<file path="src/rtl/laser_pkg.sv">
// Shared definitions for the laser receive array: lane FSM states and line polarity.
package laser_pkg;

    typedef enum logic [1:0] {
        IDLE,
        START,
        DATA,
        STOP
    } lane_state_t;

    localparam logic IDLE_LVL  = 1'b0;
    localparam logic START_LVL = 1'b1;
    localparam logic STOP_LVL  = 1'b0;

endpackage

</file>
<file path="src/rtl/laser_rx_lane.sv">
// One laser receive lane: input synchronizer, start/data/stop FSM, 3-sample majority voter
// and LSB-first shift register. Emits a one-cycle commit strobe with the received word.
module laser_rx_lane
    import laser_pkg::*;
#(
    parameter int DATA_W     = 8,
    parameter int OVERSAMPLE = 8
) (
    input  logic              clock,
    input  logic              reset,
    input  logic              line_in,
    output logic              commit,
    output logic [DATA_W-1:0] commit_data,
    output logic              frame_err
);

    localparam int PH_W = $clog2(OVERSAMPLE);
    localparam int BC_W = $clog2(DATA_W);
    localparam logic [PH_W-1:0] PH_LAST  = PH_W'(OVERSAMPLE - 1);
    localparam logic [PH_W-1:0] PH_EARLY = PH_W'(OVERSAMPLE / 2 - 1);
    localparam logic [PH_W-1:0] PH_MID   = PH_W'(OVERSAMPLE / 2);
    localparam logic [PH_W-1:0] PH_LATE  = PH_W'(OVERSAMPLE / 2 + 1);
    localparam logic [BC_W-1:0] BC_LAST  = BC_W'(DATA_W - 1);

    logic [1:0]        sync_q;
    logic              line_s;
    logic              line_prev;
    lane_state_t       state;
    logic [PH_W-1:0]   phase;
    logic [1:0]        votes;
    logic [BC_W-1:0]   bit_cnt;
    logic [DATA_W-1:0] shift_q;

    logic       in_window;
    logic [1:0] vote_sum;
    logic       bit_val;
    logic       at_last;

    assign line_s = sync_q[1];

    // For OVERSAMPLE=4 the late sample lands on the decision phase, so the
    // current sample is folded into the vote combinationally.
    // NOTE: every always_comb output gets a value on every path, so no latches are inferred.
    always_comb begin
        in_window = (phase == PH_EARLY) || (phase == PH_MID) || (phase == PH_LATE);
        vote_sum  = votes + {1'b0, in_window & line_s};
        bit_val   = vote_sum[1];
        at_last   = (state != IDLE) && (phase == PH_LAST);
        commit    = at_last && (state == STOP) && (bit_val == STOP_LVL);
    end

    assign commit_data = shift_q;

    // NOTE: sequential state uses non-blocking assignments so every flop samples pre-edge values.
    always_ff @(posedge clock or posedge reset) begin
        if (reset) begin
            sync_q    <= '0;
            line_prev <= IDLE_LVL;
            state     <= IDLE;
            phase     <= '0;
            votes     <= '0;
            bit_cnt   <= '0;
            shift_q   <= '0;
            frame_err <= 1'b0;
        end else begin
            sync_q    <= {sync_q[0], line_in};
            line_prev <= line_s;
            frame_err <= 1'b0;

            if (state == IDLE) begin
                if (line_s == START_LVL && line_prev == IDLE_LVL) begin
                    state <= START;
                    phase <= '0;
                    votes <= '0;
                end
            end else begin
                phase <= at_last ? '0 : phase + 1'b1;
                votes <= at_last ? '0 : vote_sum;
                if (at_last) begin
                    case (state)
                        START: begin
                            if (bit_val == START_LVL) begin
                                state   <= DATA;
                                bit_cnt <= '0;
                            end else begin
                                state     <= IDLE;
                                frame_err <= 1'b1;
                            end
                        end
                        DATA: begin
                            shift_q <= {bit_val, shift_q[DATA_W-1:1]};
                            bit_cnt <= bit_cnt + 1'b1;
                            if (bit_cnt == BC_LAST) state <= STOP;
                        end
                        STOP: begin
                            state <= IDLE;
                            if (bit_val != STOP_LVL) frame_err <= 1'b1;
                        end
                        default: state <= IDLE;
                    endcase
                end
            end
        end
    end

endmodule

</file>
<file path="src/rtl/laser_rx_array.sv">
// Array of independent laser receive lanes; per-lane word buffers realign skewed lanes
// and present one concatenated word with a valid/ready handshake.
module laser_rx_array
    import laser_pkg::*;
#(
    parameter int CHANNELS   = 2,
    parameter int DATA_W     = 8,
    parameter int OVERSAMPLE = 8
) (
    input  logic                       clock,
    input  logic                       reset,
    input  logic [CHANNELS-1:0]        laser_in,
    output logic [CHANNELS*DATA_W-1:0] out_data,
    output logic                       out_valid,
    input  logic                       out_ready,
    output logic [CHANNELS-1:0]        frame_err,
    output logic [CHANNELS-1:0]        overrun,
    input  logic                       overrun_clr
);

    logic [CHANNELS-1:0] lane_full;
    logic                handshake;

    assign out_valid = &lane_full;
    assign handshake = out_valid & out_ready;

    for (genvar i = 0; i < CHANNELS; i++) begin : g_lane
        logic              commit;
        logic [DATA_W-1:0] commit_data;
        logic [DATA_W-1:0] buffer_q;
        logic              full_q;
        logic              overrun_q;

        laser_rx_lane #(
            .DATA_W    (DATA_W),
            .OVERSAMPLE(OVERSAMPLE)
        ) u_lane (
            .clock      (clock),
            .reset      (reset),
            .line_in    (laser_in[i]),
            .commit     (commit),
            .commit_data(commit_data),
            .frame_err  (frame_err[i])
        );

        // A commit coinciding with the handshake refills the emptied slot, so it is not an overrun.
        // NOTE: the word buffers are reset because out_data must read zero after reset.
        always_ff @(posedge clock or posedge reset) begin
            if (reset) begin
                buffer_q  <= '0;
                full_q    <= 1'b0;
                overrun_q <= 1'b0;
            end else begin
                if (commit && full_q && !handshake) overrun_q <= 1'b1;
                else if (overrun_clr)               overrun_q <= 1'b0;

                if (commit && (!full_q || handshake)) begin
                    buffer_q <= commit_data;
                    full_q   <= 1'b1;
                end else if (handshake) begin
                    full_q <= 1'b0;
                end
            end
        end

        assign lane_full[i]                  = full_q;
        assign overrun[i]                    = overrun_q;
        assign out_data[i*DATA_W +: DATA_W]  = buffer_q;
    end

endmodule

</file>
<file path="config.mk">
export PLATFORM = sky130hd
export DESIGN_NAME = laser_rx_array
export DESIGN_NICKNAME = d
export VERILOG_FILES = /design/src/rtl/laser_pkg.sv /design/src/rtl/laser_rx_lane.sv /design/src/rtl/laser_rx_array.sv
export SDC_FILE = /design/constraint.sdc
export NUM_CORES = 1
export LEC_CHECK = 0
export CAP_MARGIN = 20
export CORE_ASPECT_RATIO = 0.5
export CORE_UTILIZATION = 55
export CTS_CLUSTER_DIAMETER = 120
export DETAILED_ROUTE_END_ITERATION = 8
export PLACE_DENSITY = 0.87
export SLEW_MARGIN = 40
export SYNTH_ARGS = -nofsm -noshare
export SYNTH_HDL_FRONTEND = slang
export SYNTH_SLANG_ARGS = --single-unit
export TNS_END_PERCENT = 20
</file>
<file path="constraint.sdc">
create_clock -name clock -period 2.9 [get_ports clock]
set_clock_uncertainty 0.1 [all_clocks]
set_input_delay 0.435 -clock clock [delete_from_list [all_inputs] [get_ports clock]]
set_output_delay 0.435 -clock clock [all_outputs]
set_load 0.1 [all_outputs]
</file>
==> report_table.html, run 1 <==
<table>
<tr><th>Metric</th><th>Value</th></tr>
<tr><th colspan="2">GRT</th></tr>
<tr><td>Vias in the first global route</td><td>between 2000 and 2500</td></tr>
<tr><td>Pin count of the biggest net entering global routing</td><td>39</td></tr>
<tr><td>Initial antenna violation count</td><td>0</td></tr>
<tr><td>Overall routing resource usage</td><td>0.2199</td></tr>
<tr><td>Wire length of the first global-routing pass</td><td>slightly above 9000 um</td></tr>
<tr><td>Congestion Overflow GR</td><td>0</td></tr>
<tr><th colspan="2">Timing</th></tr>
<tr><td>Slew of the pin with the lowest slew margin</td><td>between 0.7 and 0.8 ns</td></tr>
<tr><td>Final hold violations</td><td>0</td></tr>
<tr><td>Minimum period implied by the final worst setup slack</td><td>2.693 ns</td></tr>
<tr><td>Max Transition Viols Final</td><td>0</td></tr>
<tr><td>Unrepaired setup endpoints after global routing</td><td>false</td></tr>
<tr><td>Fraction of the cycle the final worst path needs</td><td>0.9286</td></tr>
<tr><td>Setup-failing EPs final</td><td>0</td></tr>
<tr><td>Top achievable clock speed</td><td>371.3 MHz</td></tr>
<tr><td>Worst slew margin</td><td>0.5251</td></tr>
<tr><td>Setup Total Neg Slack</td><td>0 ns</td></tr>
<tr><th colspan="2">Die</th></tr>
<tr><td>Die W</td><td>around 110 um</td></tr>
<tr><td>Die height</td><td>54.35 um</td></tr>
<tr><td>Placeable core region</td><td>5090 sq um</td></tr>
<tr><td>Area of the die</td><td>5798 sq um</td></tr>
<tr><td>Initial Util</td><td>0.5922</td></tr>
<tr><td>Number of placed I/O pins</td><td>27</td></tr>
<tr><td>Standard-cell rows</td><td>18</td></tr>
<tr><th colspan="2">Clocking</th></tr>
<tr><td>CTS Root Buffer Type</td><td>sky130_fd_sc_hd__clkbuf_8</td></tr>
<tr><td>Maximum number of buffers from clock root to sink</td><td>2</td></tr>
<tr><td>Clk pin slew, worst setup/hold paths</td><td>roughly 0.07 ns</td></tr>
<tr><td>Clock buffers created by TritonCTS</td><td>9</td></tr>
<tr><td>Clock latency at the later pin of the worst-skew pair</td><td>between 0.3 and 0.4 ns</td></tr>
<tr><td>Hold Buf Count CTS</td><td>0</td></tr>
<tr><td>CTS tree</td><td>yes</td></tr>
<tr><td>Setup Buffers After CTS</td><td>0</td></tr>
<tr><td>Count of clock tree sinks</td><td>64</td></tr>
<tr><td>H-tree lvl count</td><td>3</td></tr>
<tr><td>Post-CTS Resized</td><td>0</td></tr>
<tr><th colspan="2">Worst setup path</th></tr>
<tr><td>Endpoint type of the worst setup path</td><td>flip-flop</td></tr>
<tr><td>Worst Path Arrival</td><td>around 2.8 ns</td></tr>
<tr><td>Largest fanout on the critical path</td><td>8</td></tr>
<tr><td>Critical Path Source Type</td><td>flip-flop</td></tr>
<tr><td>Required time of the critical path</td><td>slightly above 3 ns</td></tr>
<tr><td>Crit Path Category</td><td>flip-flop to flip-flop</td></tr>
<tr><th colspan="2">Layout</th></tr>
<tr><td>Post-route design area</td><td>~3500 sq um</td></tr>
<tr><td>Non-filler instance count after layout</td><td>355</td></tr>
<tr><td>Fin nets</td><td>310</td></tr>
<tr><td>Register area</td><td>between 1500 and 2000 sq um</td></tr>
<tr><td>Total inserted antenna cells</td><td>0</td></tr>
<tr><td>Filler Cells Inserted</td><td>320</td></tr>
<tr><td>Post-layout utilization of the core</td><td>0.6937</td></tr>
<tr><td>P&amp;R area growth vs syn</td><td>17.14%</td></tr>
<tr><td>Share of layout cells above drive strength 1</td><td>0.2667</td></tr>
<tr><td>Multi-input logic area</td><td>1287 sq um</td></tr>
<tr><th colspan="2">Status</th></tr>
<tr><td>Status</td><td>finished, final reports clean</td></tr>
<tr><th colspan="2">Logic synthesis</th></tr>
<tr><td>Library cells used by synthesis</td><td>30</td></tr>
<tr><td>Post-Syn Area</td><td>between 3000 and 4000 sq um</td></tr>
<tr><td>Top post-synthesis cells by area</td><td>sky130_fd_sc_hd__dfrtp_1 53%, sky130_fd_sc_hd__mux2_2 12%, sky130_fd_sc_hd__ha_1 10%</td></tr>
<tr><td>Compound-gate portion of the synthesized area</td><td>0.08219</td></tr>
<tr><td>Xor and xnor fraction of the mapped netlist area</td><td>0.01162</td></tr>
<tr><td>Sequential-to-total area share from yosys stat</td><td>0.5313</td></tr>
<tr><td>Gate count after technology mapping</td><td>between 200 and 250</td></tr>
<tr><td>Mapped Avg Cell Area</td><td>about 12 sq um</td></tr>
<tr><td>Simple logic cell fraction of the synthesized area</td><td>0.09423</td></tr>
<tr><td>Post-synth top area cell</td><td>sky130_fd_sc_hd__dfrtp_1</td></tr>
<tr><td>Main combinational cell family by area after synthesis</td><td>multiplexers</td></tr>
<tr><td>Top-area cell type share of the netlist area</td><td>0.5313</td></tr>
<tr><td>Synthesized netlist net count</td><td>278</td></tr>
<tr><td>Flops &amp; latches, synth</td><td>64</td></tr>
<tr><td>Syn. warnings</td><td>0</td></tr>
<tr><td>Arithmetic-cell share of the synthesized area counting full adders, half adders and majority gates</td><td>0.09963</td></tr>
<tr><td>Share of cell area taken by muxes after synthesis</td><td>0.1395</td></tr>
<tr><th colspan="2">Power and ir drop</th></tr>
<tr><td>Power density of the placed cells</td><td>765.6 nW/um^2</td></tr>
<tr><td>Peak supply drop</td><td>around 0.00033 V</td></tr>
<tr><td>Static power due to leakage</td><td>1.749 nW</td></tr>
<tr><th colspan="2">Route</th></tr>
<tr><td>WL per Instance</td><td>15.60 um</td></tr>
<tr><td>DRC viols</td><td>0</td></tr>
<tr><td>Final wirelength</td><td>5539 um</td></tr>
<tr><td>Antenna-violating nets left</td><td>0</td></tr>
<tr><td>Vias per std cell</td><td>around 5.5</td></tr>
<tr><td>Via Count</td><td>1950</td></tr>
<tr><td>Pre-Repair DR Iteration Count</td><td>4</td></tr>
<tr><td>Number of violations reported at the end of detailed-routing iteration 0</td><td>roughly 100</td></tr>
<tr><th colspan="2">Run</th></tr>
<tr><td>Max-capacitance violation count</td><td>0</td></tr>
<tr><th colspan="2">Placed design</th></tr>
<tr><td>Estimated wirelength of the detail-placed design</td><td>3819 um</td></tr>
<tr><td>Placed insts</td><td>roughly 340</td></tr>
<tr><td>Standard cell area after detailed placement</td><td>3294 sq um</td></tr>
<tr><td>Gpl congestion</td><td>slightly above 0.7</td></tr>
<tr><td>Count of input and output buffers</td><td>26</td></tr>
<tr><th colspan="2">Worst hold path</th></tr>
<tr><td>Type of the tightest min-delay check</td><td>flip-flop to flip-flop</td></tr>
</table>
==> layout by cell type (no fill, tap or decap) <==
cell | synthesis | layout
sky130_fd_sc_hd__a2111oi_4 | 2 | 2
sky130_fd_sc_hd__a211oi_1 | 2 | 2
sky130_fd_sc_hd__a21oi_1 | 10 | 10
sky130_fd_sc_hd__a32o_1 | 1 | 1
sky130_fd_sc_hd__a32oi_1 | 2 | 2
sky130_fd_sc_hd__and2_1 | 1 | 1
sky130_fd_sc_hd__buf_12 | 0 | 1
sky130_fd_sc_hd__buf_4 | 5 | 23
sky130_fd_sc_hd__bufinv_16 | 0 | 2
sky130_fd_sc_hd__clkbuf_8 | 0 | 11
sky130_fd_sc_hd__clkdlybuf4s50_1 | 0 | 5
sky130_fd_sc_hd__clkinvlp_4 | 0 | 1
sky130_fd_sc_hd__dfrtp_1 | 64 | 64
sky130_fd_sc_hd__ha_1 | 24 | 24
sky130_fd_sc_hd__inv_1 | 20 | 19
sky130_fd_sc_hd__inv_2 | 0 | 1
sky130_fd_sc_hd__inv_6 | 0 | 2
sky130_fd_sc_hd__mux2_2 | 32 | 32
sky130_fd_sc_hd__mux2i_1 | 6 | 6
sky130_fd_sc_hd__nand2_1 | 20 | 20
sky130_fd_sc_hd__nand2b_1 | 5 | 5
sky130_fd_sc_hd__nand2b_4 | 1 | 1
sky130_fd_sc_hd__nand3_1 | 7 | 7
sky130_fd_sc_hd__nand3b_1 | 2 | 2
sky130_fd_sc_hd__nand4_1 | 4 | 4
sky130_fd_sc_hd__nor2_1 | 6 | 6
sky130_fd_sc_hd__nor2b_1 | 6 | 6
sky130_fd_sc_hd__nor3_1 | 2 | 2
sky130_fd_sc_hd__o21ai_0 | 11 | 11
sky130_fd_sc_hd__o22a_1 | 2 | 2
sky130_fd_sc_hd__o22ai_1 | 2 | 2
sky130_fd_sc_hd__o31ai_1 | 2 | 2
sky130_fd_sc_hd__or3_1 | 2 | 2
sky130_fd_sc_hd__xnor2_1 | 2 | 2
sky130_fd_sc_hd__xor2_1 | 2 | 2
==> critical path: stages, from the launching register on <==
cell                        delay (ns)
sky130_fd_sc_hd__dfrtp_1          0.43
sky130_fd_sc_hd__ha_1             0.23
sky130_fd_sc_hd__o21ai_0          0.14
sky130_fd_sc_hd__a21oi_1          0.07
sky130_fd_sc_hd__ha_1             0.26
sky130_fd_sc_hd__xor2_1           0.22
sky130_fd_sc_hd__a2111oi_4        0.72
sky130_fd_sc_hd__mux2_2           0.42
==> report_power, final <==
part	internal, W	switching (W)
Sequential	0.00100	0.000115
Combinational	0.000271	0.000431
Clock	0.000536	0.000348
==> stage by stage <==
step,hold WS [ns],power [W],setup slack [ns]
floorplan,0.2312,0.001654,0.5079
global placement,0.2319,0.001750,0.3533
detailed placement,0.2358,0.001824,0.2227
CTS,0.2509,0.002718,0.2273
global route,0.2535,0.002865,0.07828
finish,0.2486,0.002703,0.2070
==> sequential cells by signal, summed over array words and instances, names as in the netlist <==
signal / flops
g_lane.buffer_q: 16
g_lane.u_lane.commit_data: 16
g_lane.u_lane.bit_cnt: 6
g_lane.u_lane.phase: 6
g_lane.u_lane.state: 4
g_lane.u_lane.sync_q: 4
g_lane.u_lane.votes: 4
g_lane.full_q: 2
g_lane.overrun_q: 2
g_lane.u_lane.frame_err: 2
g_lane.u_lane.line_prev: 2
==> kinds of logic (layout without fill, tap and decap cells) <==
group / count (synthesis) / after routing
compound gates: 34 / 34
xor+xnor: 4 / 4
fa+ha+maj: 24 / 24
buf+inv: 28 / 65
flops: 64 / 64
mux: 38 / 38
simple gates: 56 / 56
==> cells in the mapped netlist, drive strengths merged <==
master and n:
a32oi 2, o21ai 11, dfrtp 64, a211oi 2, a32o 1, mux2 32
nand3 7, o22a 2, ha 24, nand2b 6, mux2i 6, a21oi 10
nor2b 6, nand4 4, nand3b 2, o31ai 2, o22ai 2, inv 20
or3 2, a2111oi 2, xnor2 2, xor2 2, clkbuf 2, nand2 20
and2 1, buf 6, nor2 6, nor3 2
==> per-layer routing <==
| layer | global-route usage | vias to the layer above | share of wire |
|---|---|---|---|
| li1 | - | 920 | - |
| met1 | 0.2508 | 956 | 0.44 |
| met2 | 0.3731 | 55 | 0.48 |
| met3 | 0.07500 | 19 | 0.042 |
| met4 | 0.1370 | 0 | 0.035 |
| met5 | 0 | - | 0 |
==> path summary, 6_finish.rpt <==
kind	startpoint	end	slack, ns	depth (start not counted)
max in group asynchronous	reset	g_lane[0].u_lane.bit_cnt[0]	1.73	3
max	g_lane[0].u_lane.phase[0]	g_lane[0].buffer_q[4]	0.21	7
max reg2reg	g_lane[0].u_lane.phase[0]	g_lane[0].buffer_q[4]	0.21	7
min reg2reg	g_lane[0].u_lane.sync_q[0]	g_lane[0].u_lane.sync_q[1]	0.25	0
min in group asynchronous	reset	g_lane[0].u_lane.commit_data[4]	0.37	2
min	g_lane[0].u_lane.sync_q[0]	g_lane[0].u_lane.sync_q[1]	0.25	0
==> layout make-up <==
class,instances,area share
clock inverters,5,0.02410
well taps,70,0.02481
inverters,20,0.02126
repair buffers,29,0.06875
clock buffers,11,0.04288
multi-input cells,156,0.3646
flip-flops and latches,64,0.4536
(Power assumes the default switching activity.)
==> run 2, diff against run 1 <==
--- a/config.mk
+++ b/config.mk
@@ -10,6 +10,7 @@
 export CORE_UTILIZATION = 55
 export CTS_CLUSTER_DIAMETER = 120
 export DETAILED_ROUTE_END_ITERATION = 8
+export HOLD_SLACK_MARGIN = 0.15
 export PLACE_DENSITY = 0.87
 export SLEW_MARGIN = 40
 export SYNTH_ARGS = -nofsm -noshare
==> results of run 2 <==
Final layout, timing and power as in run 1 (identical DEF).
